--- src/rtl/sa_input_skew_pkg.sv ---
// Shared definitions for the activation skew stage: job FSM encoding,
// delay-line slice sizing and drain counter sizing.
package sa_input_skew_pkg;

    localparam logic [1:0] ST_IDLE  = 2'd0;
    localparam logic [1:0] ST_RUN   = 2'd1;
    localparam logic [1:0] ST_DRAIN = 2'd2;

    // Each delay-line slice carries one valid bit above the lane data.
    localparam int unsigned LANE_VALID_W = 1;

    function automatic int unsigned lane_slice_w(input int unsigned data_width);
        return data_width + LANE_VALID_W;
    endfunction

    function automatic int unsigned drain_cnt_w(input int unsigned pe_size);
        return (pe_size > 1) ? $clog2(pe_size) : 1;
    endfunction

endpackage

--- src/rtl/sa_input_skew_delay_line.sv ---
// Fixed-depth shift register with synchronous active-low reset and a
// global enable; used as one skew lane of the activation wavefront.
module skew_delay_line #(
    parameter int unsigned DEPTH = 1,
    parameter int unsigned WIDTH = 1
) (
    input  logic             clk,
    input  logic             rst_n,
    input  logic             en,
    input  logic [WIDTH-1:0] d,
    output logic [WIDTH-1:0] q
);

    logic [WIDTH-1:0] stage [DEPTH];

    always_ff @(posedge clk) begin
        if (!rst_n) begin
            for (int unsigned i = 0; i < DEPTH; i++) begin
                stage[i] <= '0;
            end
        end else if (en) begin
            stage[0] <= d;
            for (int unsigned i = 1; i < DEPTH; i++) begin
                stage[i] <= stage[i-1];
            end
        end
    end

    assign q = stage[DEPTH-1];

endmodule

--- src/rtl/sa_input_skew.sv ---
// Skews GLB activation vectors into a diagonal wavefront (lane k delayed
// k+1 cycles) and runs the IDLE/RUN/DRAIN job FSM that reports completion.
module sa_input_skew
    import sa_input_skew_pkg::*;
#(
    parameter int unsigned PE_SIZE    = 16,
    parameter int unsigned DATA_WIDTH = 8
) (
    input  logic                          clk,
    input  logic                          rst_n,
    input  logic                          en,
    input  logic [PE_SIZE*DATA_WIDTH-1:0] data_i,
    input  logic                          valid_i,
    input  logic                          last_i,
    output logic                          ready_o,
    output logic [PE_SIZE*DATA_WIDTH-1:0] data_o,
    output logic [PE_SIZE-1:0]            valid_o,
    output logic                          busy_o,
    output logic                          done_o
);

    localparam int unsigned SLICE_W = lane_slice_w(DATA_WIDTH);
    localparam int unsigned CNT_W   = drain_cnt_w(PE_SIZE);
    localparam logic [CNT_W-1:0] CNT_LOAD = CNT_W'(PE_SIZE - 1);

    logic [1:0]       state;
    logic [CNT_W-1:0] cnt;
    logic             acc;

    assign ready_o = (state == ST_IDLE) || (state == ST_RUN);
    assign busy_o  = (state != ST_IDLE);
    assign acc     = en & valid_i & ready_o;

    genvar k;
    generate
        for (k = 0; k < PE_SIZE; k++) begin : g_lane
            logic [DATA_WIDTH-1:0] lane_in;
            logic [SLICE_W-1:0]    lane_q;

            // Non-accepted cycles enter the line as all-zero bubbles.
            assign lane_in = acc ? data_i[k*DATA_WIDTH +: DATA_WIDTH] : '0;

            skew_delay_line #(
                .DEPTH (k + 1),
                .WIDTH (SLICE_W)
            ) u_line (
                .clk   (clk),
                .rst_n (rst_n),
                .en    (en),
                .d     ({acc, lane_in}),
                .q     (lane_q)
            );

            assign valid_o[k]                          = lane_q[SLICE_W-1];
            assign data_o[k*DATA_WIDTH +: DATA_WIDTH]  = lane_q[DATA_WIDTH-1:0];
        end
    endgenerate

    always_ff @(posedge clk) begin
        if (!rst_n) begin
            state  <= ST_IDLE;
            cnt    <= '0;
            done_o <= 1'b0;
        end else if (en) begin
            done_o <= 1'b0;
            case (state)
                ST_IDLE, ST_RUN: begin
                    if (acc) begin
                        if (last_i) begin
                            state <= ST_DRAIN;
                            cnt   <= CNT_LOAD;
                        end else begin
                            state <= ST_RUN;
                        end
                    end
                end
                ST_DRAIN: begin
                    if (cnt != '0) begin
                        cnt <= cnt - CNT_W'(1);
                    end else begin
                        state  <= ST_IDLE;
                        done_o <= 1'b1;
                    end
                end
                default: state <= ST_IDLE;
            endcase
        end
    end

endmodule

--- config.mk ---
export PLATFORM = sky130hd
export DESIGN_NAME = sa_input_skew
export DESIGN_NICKNAME = d
export VERILOG_FILES = /design/src/rtl/sa_input_skew_pkg.sv /design/src/rtl/sa_input_skew_delay_line.sv /design/src/rtl/sa_input_skew.sv
export SDC_FILE = /design/constraint.sdc
export NUM_CORES = 1
export LEC_CHECK = 0
export ABC_AREA = 1
export BUFFER_PORTS_ARGS = -buffer_cell sky130_fd_sc_hd__buf_2
export CELL_PAD_IN_SITES_DETAIL_PLACEMENT = 2
export CELL_PAD_IN_SITES_GLOBAL_PLACEMENT = 2
export CORE_ASPECT_RATIO = 0.9
export CORE_UTILIZATION = 35
export CTS_BUF_LIST = sky130_fd_sc_hd__clkbuf_4 sky130_fd_sc_hd__clkbuf_8
export DETAILED_ROUTE_END_ITERATION = 10
export GPL_TIMING_DRIVEN = 0
export PLACE_DENSITY_LB_ADDON = 0.1
export SYNTH_ARGS = -nofsm -noshare
export SYNTH_HDL_FRONTEND = slang
export SYNTH_SLANG_ARGS = --single-unit
--- constraint.sdc ---
create_clock -name clk -period 91.9 [get_ports clk]
set_input_delay 9.19 -clock clk [delete_from_list [all_inputs] [get_ports clk]]
set_output_delay 9.19 -clock clk [all_outputs]
set_load 0.02 [all_outputs]
==> results.md, run 1 <==
- Hold Crit Class: reg -> reg
- Clock slew at reported path FFs: 0.05 ns
- Max_cap viols: 0
- Iteration-0 DRC Markers: 1,070
- Period minus WS final: 11.67 ns
- First-pass GRT wire length: 142,000 um
- Largest net degree at the start of global routing: 68
- Relative slew slack: 17.2%
- Fraction of registers with async set or reset after synthesis: 0%
- CP top delay family: buffers and inverters
- Max incr delay on CP: 0.50 ns
- Final Hold Viols: 0
- Cell row count: 122
- Worst Clk Skew: 0.0378 ns
- Dpl cells: 5,532
- Syn Inst Count: 3,621
- Count leader, synth: inv_1
- Clock Tree Buf Depth: 3
- Root buffer cell: clkbuf_8
- Die Ht: 336 um
- Worst slack at placement: 79.26 ns
- Post-DP Area: 0.0474 mm^2
- Synth Cell Area: 0.0434 mm^2
- Number of global-route vias before repair: 25,700
- Sink Count: 1,113
- Setup crit start kind: input port
- Worst-Skew Late Latency: 0.88 ns
- Global route total overflow: 0
- Prevailing post-synth register cell: edfxtp_1
- Share of layout cells above drive strength 1: 19.0%
- ANT nets after route: 0
- Routed wire length: 90,700 um
- Synthesized net count: 3,755
- Worst-margin pin slew: 1.24 ns
- Post-route cell area: 0.0509 mm^2
- Switching pwr: 251 uW
- # nets final: 4,249
- Most used cell, CP: buf_16
- Max-slew violations: 0
- Library cells used by synthesis: 17
- Sequential share of power: 55.2%
- DR vias/cell: 4.12
- IO buf count: 279
- Top-area cell type share of the netlist area: 76.5%
- Die ar.: 0.125 mm^2
- Peak supply drop: 0.0130 mV
- Gpl congestion: 0.708
- Clock Power Share: 38.9%
- Fin crit share: 12.7%
- Crit path cell chain: buf_2 > buf_2 > clkbuf_1 > nand2_4 > buf_16 > buf_16 > buf_16 > buf_16 > buf_16
- Worst reg2reg setup slack: 89.61 ns
- WS Path Type: in -> reg
- Residual DRC count: 0
- Starting Density: 35.3%
- Die X-Extent: 373 um
- CP max stage cell: nand2_4
- Area Growth Syn to Fin: 17.3%
- Unrepaired setup endpoints after global routing: no
- Commonest cells in the netlist: inv_1, edfxtp_1, nor2_1, nand2_1, buf_4
- Cell leakage power: 22.9 nW
- Synth area leader: edfxtp_1
- Synth Register Bits: 1,113
- Post-Synthesis Mean Instance Area: 12.0 um^2
- Worst EP required: 92.43 ns
- CTS tree: built
- Critical Path End Type: flop
- Ys Warns: 0
- Core area: 0.123 mm^2
- Crit path DAT: 12.20 ns
- Sw Share: 23.0%
- Final setup margin: 80.23 ns
- H-Tree Depth: 4
- Overall Global Routing Usage: 14.9%
- Setup TNS: 0 ns
- Status: completed
- Drt pass-1 iters: 5
- Largest cells by area after synthesis: edfxtp_1, inv_1, nor2_1, buf_4, nand2_1
- EDFF count, synth: 1,106
- Sequential area share after synthesis: 76.9%
- Hold buffers post-CTS: 0
- Cts repair resizes: 0
- Setup Buffers After CTS: 0
- Antenna violations before repair: 19
- Inserted Clock Buffers: 193
- Non-filler cells, final: 5,854
- # setup viols final: 0
- Combinational power share: 5.9%
- Post-DP HPWL: 60,300 um
- Pwr Total: 1.09 mW
- Cell Pwr Density: 21.4 mW/mm^2
- Crit-path max FO: 64
- Internal Power: 839 uW
- # IOs: 280
- Crit path buffers/inverters: 8
- Total number of vias: 24,100
- Routed WL per cell: 15.5 um
- Fmax: 85.7 MHz
## placed cells by master, fill, tap and decap left out, types with 4 or more instances in the layout
master    count
clkinv_1     41
clkbuf_8    193
nand2_1     214
buf_4       120
edfxtp_1   1106
clkbuf_4     64
diode_2       5
inv_8         4
buf_16       20
inv_6         7
buf_2       385
o21ai_0       5
nor2_1      919
clkbuf_1     13
nand3_1       5
dfxtp_1       7
inv_1      1114
## sequential cells by signal, indices dropped and copies added, names as in the netlist
register	cells
state	2
g_lane.u_line.stage	1106
done_o	1
cnt	4
## metrics by stage
step / hold slack [ns] / utilization (%)
after detailed placement: 0.475 / 38.5
after floorplan: 0.471 / -
after global routing: 0.507 / 41.4
final: 0.484 / 41.4
after CTS: 0.488 / 41.3
after global placement: 0.466 / 38.0
## tightest hold or removal path, delay by kind of cell (launching register included)
kind / cells / cell delay, ns
DFF: 1 / 0.32
and+or+nand+nor: 1 / 0.07
AOI/OAI and AO/OA: 1 / 0.06
## cells by family after synthesis
family                     after synthesis  synth area share (%)
buffers and inverters                 1357                  13.1
AOI/OAI and AO/OA                        7                0.0923
adders and majority gates                1                0.0288
and+or+nand+nor                       1142                  9.91
DFF                                   1113                  76.9
xor gates and xnor gates                 1                0.0202
## worst paths after layout
check,cells after the start,end,startpoint
min,2,done_o$_SDFFE_PN0P_,done_o$_SDFFE_PN0P_
max,9,g_lane[9].u_line.stage[0][11]$_SDFFCE_PN0P_,rst_n
max reg2reg,5,g_lane[4].u_line.stage[0][3]$_SDFFCE_PN0P_,state[1]$_SDFFE_PN0P_
min reg2reg,2,done_o$_SDFFE_PN0P_,done_o$_SDFFE_PN0P_
## layer usage
metal	vias to the layer above	GRT usage, %	share of wire [%]
met5	-	0	0.11
met4	18	5.55	2.5
met3	187	3.84	5.0
met2	445	25.4	49
met1	11700	18.1	43
li1	11800	-	-
## area by class of cell
type	count	area, um^2
fillers	12700	72200
flip-flops and latches	1113	33400
multi-input cells	1151	4370
inverters	1114	4180
clock buffers	257	3140
well taps	1612	2020
repair buffers	299	1950
plain buffers	243	1500
clock inverters	60	369
diodes	5	12.5
## power by group through the flow
| stage | Clock [mW] | Sequential, mW | Combinational, mW |
|---|---|---|---|
| after floorplan | 0 | 0.639 | 0.0391 |
| after global placement | 0 | 0.653 | 0.0613 |
| after global routing | 0.465 | 0.604 | 0.0726 |
| after detailed placement | 0 | 0.612 | 0.0664 |
| after CTS | 0.445 | 0.602 | 0.0668 |
| final | 0.424 | 0.601 | 0.0639 |
(Power assumes the default switching activity.)
==> run 2, diff against run 1 <==
--- a/config.mk
+++ b/config.mk
@@ -5,7 +5,7 @@
 export SDC_FILE = /design/constraint.sdc
 export NUM_CORES = 1
 export LEC_CHECK = 0
-export ABC_AREA = 1
+export ABC_AREA = 0
 export BUFFER_PORTS_ARGS = -buffer_cell sky130_fd_sc_hd__buf_2
 export CELL_PAD_IN_SITES_DETAIL_PLACEMENT = 2
 export CELL_PAD_IN_SITES_GLOBAL_PLACEMENT = 2
==> constraint.sdc (replaced) <==
create_clock -name clk -period 10.8 [get_ports clk]
set_input_delay 1.08 -clock clk [delete_from_list [all_inputs] [get_ports clk]]
set_output_delay 1.08 -clock clk [all_outputs]
set_load 0.02 [all_outputs]
==> run 2 against run 1 <==
- first-iteration DRC count increased by 31%
- combinational power rose to 7.9 times the previous value
- sequential cell count unchanged
- power grew to 8.4 times the previous value
- routed wire length increased by 8.6%
- register-to-register slack got worse by 81 ns
- hold slack gained 0.020 ns
==> results.md, run 2 <==
- Status: completed
- Total number of vias: 22,400
- # nets final: 3,201
- Period minus WS final: 4.71 ns
- Crit path DAT: 5.17 ns
- Dpl cells: 4,462
- Count leader, synth: edfxtp_1
- Synth Cell Area: 0.0423 mm^2
- Gpl congestion: 0.740
- Biggest register: g_lane.u_line.stage
- Crit path from: en
- Fmax: 212 MHz
- Sequential area share after synthesis: 78.9%
- Sw Share: 22.7%
- Clock Power Share: 38.5%
- Fraction of registers with async set or reset after synthesis: 0%
- Peak supply drop: 0.120 mV
- DR vias/cell: 4.68
- Setup TNS: 0 ns
- Worst reg2reg setup slack: 8.47 ns
- Max incr delay on CP: 0.68 ns
- Cts repair resizes: 0
- Switching pwr: 2.07 mW
- WS Path Type: in -> reg
- Iteration-0 DRC Markers: 1,403
- Top flop regs: g_lane.u_line.stage (1106), cnt (4), state (2)
- Inserted Clock Buffers: 189
- Clock slew at reported path FFs: 0.06 ns
- IO buf count: 278
- Worst Clk Skew: 0.0360 ns
- Largest cells by area after synthesis: edfxtp_1, and3_1, and2_1, buf_4, clkbuf_1
- EDFF count, synth: 1,106
- Fin crit share: 43.6%
- Critical Path End Type: flop
- Commonest cells in the netlist: edfxtp_1, and3_1, and2_1, clkbuf_1, buf_4
- R2R Path Start: state[1]$_SDFFE_PN0P_
- Sequential share of power: 56.0%
- Hold buffers post-CTS: 0
- CTS tree: built
- Prevailing post-synth register cell: edfxtp_1
- # setup viols final: 0
- Crit path cell chain: buf_2 > buf_4 > buf_6 > clkbuf_1 > inv_1 > nand2_8 > buf_16 > buf_16 > buf_16 > buf_16
- Routed wire length: 98,500 um
- Synth Register Bits: 1,113
- CP max stage cell: clkbuf_1
- Max-slew violations: 0
- Clock Tree Buf Depth: 3
- Top-area cell type share of the netlist area: 78.5%
- Worst setup path end: g_lane[9].u_line.stage[0][5]$_SDFFCE_PN0P_
- Unrepaired setup endpoints after global routing: no
- Die ar.: 0.122 mm^2
- Setup crit start kind: input port
- Area Growth Syn to Fin: 16.8%
- Cell Pwr Density: 185 mW/mm^2
- Starting Density: 35.4%
- Die Ht: 332 um
- Max_cap viols: 0
- First-pass GRT wire length: 149,000 um
- Fillers: 11,700
- Relative slew slack: 29.7%
- Syn Inst Count: 2,588
- Final Hold Viols: 0
- Number of global-route vias before repair: 24,200
- Largest net degree at the start of global routing: 137
- Combinational power share: 5.5%
- Post-DP HPWL: 65,000 um
- Non-filler cells, final: 4,789
- Sink Count: 1,113
- Hold Crit Class: in -> reg
- Crit path buffers/inverters: 9
- Setup Buffers After CTS: 0
- Residual DRC count: 0
- Antenna violations before repair: 22
- Worst path depth: 10
- Most frequent cells in the layout: edfxtp_1, and3_1, and2_1
- Most used cell, CP: buf_16
- Worst-Skew Late Latency: 0.86 ns
- Max reg flops: 1,106
- Overall Global Routing Usage: 16.2%
- Drt pass-1 iters: 4
- Core area: 0.119 mm^2
- Commonest non-fill, non-tap cell in the layout: edfxtp_1
- Synth area leader: edfxtp_1
- Reg2Reg Depth: 5
- Worst EP required: 11.26 ns
- Routed WL per cell: 20.6 um
- Die X-Extent: 368 um
- Worst-margin pin slew: 1.05 ns
- H-Tree Depth: 4
- Cell leakage power: 22.0 nW
- Share of layout cells above drive strength 1: 22.9%
- Internal Power: 7.07 mW
- CP top delay family: buffers and inverters
- Root buffer cell: clkbuf_8
- # IOs: 280
- Ys Warns: 0
- RR Endpoint: g_lane[7].u_line.stage[0][7]$_SDFFCE_PN0P_
- Post-Synthesis Mean Instance Area: 16.3 um^2
- Library cells used by synthesis: 31
- Crit-path max FO: 121
- Cell row count: 120
- ANT nets after route: 0
- Synthesized net count: 2,722
- Global route total overflow: 0
[run 2: changes by cell type in the layout (fill, tap and decap cells not counted), sizes merged, moves of 7 or more]
cell	previous run	this run
and3	0	777
nor2	919	3
and2	0	328
nand2	215	2
clkinv	44	51
inv	1125	7
buf	528	432
diode	5	12
clkbuf	271	446
[run 2: worst min-delay path by stage]
stage / start / to / slack, ns / cells past startpoint
final: data_i[23] / g_lane[2].u_line.stage[0][7]$_SDFFCE_PN0P_ / 0.50 / 2
after global routing: data_i[23] / g_lane[2].u_line.stage[0][7]$_SDFFCE_PN0P_ / 0.40 / 2
after CTS: data_i[23] / g_lane[2].u_line.stage[0][7]$_SDFFCE_PN0P_ / 0.38 / 2
after detailed placement: g_lane[7].u_line.stage[1][21]$_SDFFCE_PN0P_ / g_lane[7].u_line.stage[1][30]$_SDFFCE_PN0P_ / 0.51 / 1
after global placement: done_o$_SDFFE_PN0P_ / done_o$_SDFFE_PN0P_ / 0.50 / 2
after floorplan: state[0]$_SDFFE_PN0P_ / state[0]$_SDFFE_PN0P_ / 0.49 / 2
[run 2: layout make-up]
| cell class | instances | area, um^2 | share of cell area (%) |
|---|---|---|---|
| multi-input cells | 1137 | 7160 | 14.5 |
| inverters | 5 | 18.8 | 0.0380 |
| repair buffers | 288 | 1670 | 3.37 |
| diodes | 12 | 30.0 | 0.0608 |
| clock buffers | 257 | 3140 | 6.35 |
| plain buffers | 333 | 1770 | 3.59 |
| flip-flops and latches | 1113 | 33400 | 67.5 |
| clock inverters | 58 | 259 | 0.524 |
| well taps | 1586 | 1980 | 4.02 |
[run 2: cells by family (layout without fill, tap and decap cells)]
kind of cell               count (synthesis)  count (layout)  share of synthesized area (%)
buffers and inverters                    338             941                           4.24
adders and majority gates                  1               1                         0.0296
other                                      0              12                              0
xor gates and xnor gates                   1               1                         0.0207
and+or+nand+nor                         1119            1119                           16.6
DFF                                     1113            1113                           78.9
AOI/OAI and AO/OA                         16              16                          0.263
[run 2: per-stage QoR]
step           worst slack (ns)  hold WS [ns]  power (mW)  util [%]  instance area [um^2]
2_1_floorplan              1.07         0.490        5.54         -                 42300
4_1_cts                    6.10         0.381        9.30      41.3                 49400
5_1_grt                    5.98         0.401        9.53      41.4                 49400
3_3_place_gp              -2.91         0.496        5.78      38.3                 45700
3_5_place_dp               5.16         0.514        5.73      38.5                 46000
6_report                   6.09         0.504        9.14      41.4                 49400
[run 2: power groups by stage]
stage | combinational, mW | sequential [mW] | clock (mW)
after floorplan | 0.301 | 5.24 | 0
after global placement | 0.485 | 5.30 | 0
after detailed placement | 0.520 | 5.21 | 0
after CTS | 0.522 | 5.13 | 3.65
after global routing | 0.557 | 5.14 | 3.82
final | 0.505 | 5.12 | 3.52
[run 2: per-layer routing]
metal	part of all wire (%)	vias to the layer above	global-route usage (%)
met5	0.058	-	0
met4	2.8	10	6.14
met3	5.8	208	4.07
met2	47	543	25.6
met1	45	11200	21.5
li1	-	10500	-
==> run 3, diff against run 2 <==
==> constraint.sdc (replaced) <==
create_clock -name clk -period 4.7 [get_ports clk]
set_input_delay 0.47 -clock clk [delete_from_list [all_inputs] [get_ports clk]]
set_output_delay 0.47 -clock clk [all_outputs]
set_load 0.02 [all_outputs]
==> run 3 against run 2 <==
- sequential power up 130%
- setup slack worse by 5.4 ns
- power up 130%
- sequential share of layout area down 2.1 points
- critical endpoint is now g_lane[15].u_line.stage[0][5]$_SDFFCE_PN0P_
==> results.md, run 3 (synthesis results as in run 2) <==
- Clock slew at reported path FFs: 0.06 ns
- Cell row count: 120
- Non-filler cells, final: 4,944
- Residual DRC count: 0
- Hold path start: data_i[25]
- Die Ht: 332 um
- Biggest register: g_lane.u_line.stage
- Worst reg2reg setup slack: 2.39 ns
- Max-slew violations: 0
- Antenna violations before repair: 25
- Internal Power: 16.6 mW
- Inserted Clock Buffers: 189
- # IOs: 280
- Number of global-route vias before repair: 25,000
- Clock Power Share: 39.2%
- Hold buffers post-CTS: 133
- RR Endpoint: g_lane[4].u_line.stage[0][1]$_SDFFCE_PN0P_
- R2R Path Start: state[1]$_SDFFE_PN0P_
- Die ar.: 0.122 mm^2
- Sink Count: 1,113
- Die X-Extent: 368 um
- Most frequent cells in the layout: edfxtp_1, and3_1, and2_1
- Crit path from: rst_n
- Final Util: 42.7%
- Iteration-0 DRC Markers: 1,440
- IO buf count: 278
- Reg2Reg Depth: 5
- Top flop regs: g_lane.u_line.stage (1106), cnt (4), state (2)
- Global route total overflow: 0
- Crit path DAT: 4.47 ns
- DR vias/cell: 4.62
- # nets final: 3,335
- Switching pwr: 4.84 mW
- H-Tree Depth: 4
- # setup viols final: 0
- Crit-path max FO: 120
- Share of layout cells above drive strength 1: 22.3%
- Max reg flops: 1,106
- Post-DP HPWL: 65,400 um
- Sw Share: 22.6%
- Largest net degree at the start of global routing: 133
- Area Growth Syn to Fin: 20.5%
- Routed wire length: 100,000 um
- Period minus WS final: 4.00 ns
- Worst hold path depth: 3
- Drt pass-1 iters: 5
- First-pass GRT wire length: 153,000 um
- CTS tree: built
- Clock Tree Buf Depth: 3
- Root buffer cell: clkbuf_8
- Fmax: 250 MHz
- WS Path Type: in -> reg
- Max_cap viols: 0
- Setup Buffers After CTS: 0
- Setup crit start kind: input port
- Fin crit share: 85.1%
- Dpl cells: 4,463
- Cell Pwr Density: 420 mW/mm^2
- ANT nets after route: 0
- Worst-margin pin slew: 0.962 ns
- Setup TNS: 0 ns
- Peak supply drop: 0.263 mV
- Gpl congestion: 0.746
- Core area: 0.119 mm^2
- Cts repair resizes: 0
- Worst Clk Skew: 0.0222 ns
- Final Hold Viols: 0
- Routed WL per cell: 20.2 um
- Hold Crit Class: in -> reg
- Starting Density: 35.4%
- Overall Global Routing Usage: 16.5%
- Worst-Skew Late Latency: 0.86 ns
- Combinational power share: 5.9%
- Cell leakage power: 22.7 nW
- Critical Path End Type: flop
- Total number of vias: 22,900
- Sequential share of power: 54.9%
- Status: completed
- Worst EP required: 5.18 ns
- Relative slew slack: 35.9%
- Commonest non-fill, non-tap cell in the layout: edfxtp_1
- Worst Hold Path EP: g_lane[3].u_line.stage[0][1]$_SDFFCE_PN0P_
- Unrepaired setup endpoints after global routing: no
run 3: cell count changes in the layout (fill, tap and decap cells not counted), sizes merged:
| cell | change |
|---|---|
| clkbuf | +9 |
| clkinv | +16 |
| buf | +1 |
| clkinvlp | -2 |
| dlygate4sd3 | +133 |
| diode | -4 |
| bufinv | +2 |
run 3: cell type report:
cell class	count	area, um^2
Antenna cell	8	20.0
Buffer	333	1800
Clock buffer	266	3240
Clock inverter	74	365
Fill cell	11500	68400
Inverter	5	18.8
Multi-Input combinational cell	1137	7160
Sequential cell	1113	33400
Tap cell	1586	1980
Timing Repair Buffer	422	3030
run 3: critical path, cell delays in order:
cell	delay, ns
dlygate4sd3_1	0.58
buf_8	0.18
buf_6	0.16
buf_6	0.16
clkbuf_8	0.19
nand2_8	0.33
buf_16	0.37
buf_16	0.40
buf_16	0.51
buf_16	0.41
buf_16	0.39
run 3: how the worst max path moves through the flow:
stage	to	slack, ns	cells past startpoint
after floorplan	g_lane[0].u_line.stage[0][0]$_SDFFCE_PN0P_	-1.01	5
after global placement	g_lane[0].u_line.stage[0][6]$_SDFFCE_PN0P_	-3.54	6
after detailed placement	g_lane[15].u_line.stage[0][6]$_SDFFCE_PN0P_	-0.16	11
after CTS	g_lane[15].u_line.stage[0][5]$_SDFFCE_PN0P_	0.76	11
after global routing	g_lane[15].u_line.stage[0][4]$_SDFFCE_PN0P_	0.55	11
final	g_lane[15].u_line.stage[0][5]$_SDFFCE_PN0P_	0.70	11
run 3: power by group through the flow:
stage / logic, mW / clock network, mW / registers [mW]
final: 1.25 / 8.40 / 11.8
after floorplan: 0.695 / 0 / 12.0
after detailed placement: 1.20 / 0 / 12.0
after global placement: 1.12 / 0 / 12.1
after CTS: 1.29 / 8.73 / 11.8
after global routing: 1.38 / 9.12 / 11.8
run 3: per-layer routing:
layer / wire length (um) / GRT usage (%)
met4: 2240 / 5.64
met3: 4800 / 3.72
met5: 0 / 0
met2: 47900 / 26.5
met1: 45100 / 21.9
run 3: stage by stage:
stage | cell area [um^2] | setup WS [ns] | power [mW] | hold WS, ns
3_5_place_dp | 46000 | -0.158 | 13.2 | 0.509
3_3_place_gp | 45700 | -3.54 | 13.2 | 0.492
2_1_floorplan | 42300 | -1.01 | 12.7 | 0.490
5_1_grt | 51000 | 0.554 | 22.3 | 0.356
4_1_cts | 51000 | 0.762 | 21.8 | 0.308
6_report | 51000 | 0.701 | 21.4 | 0.434
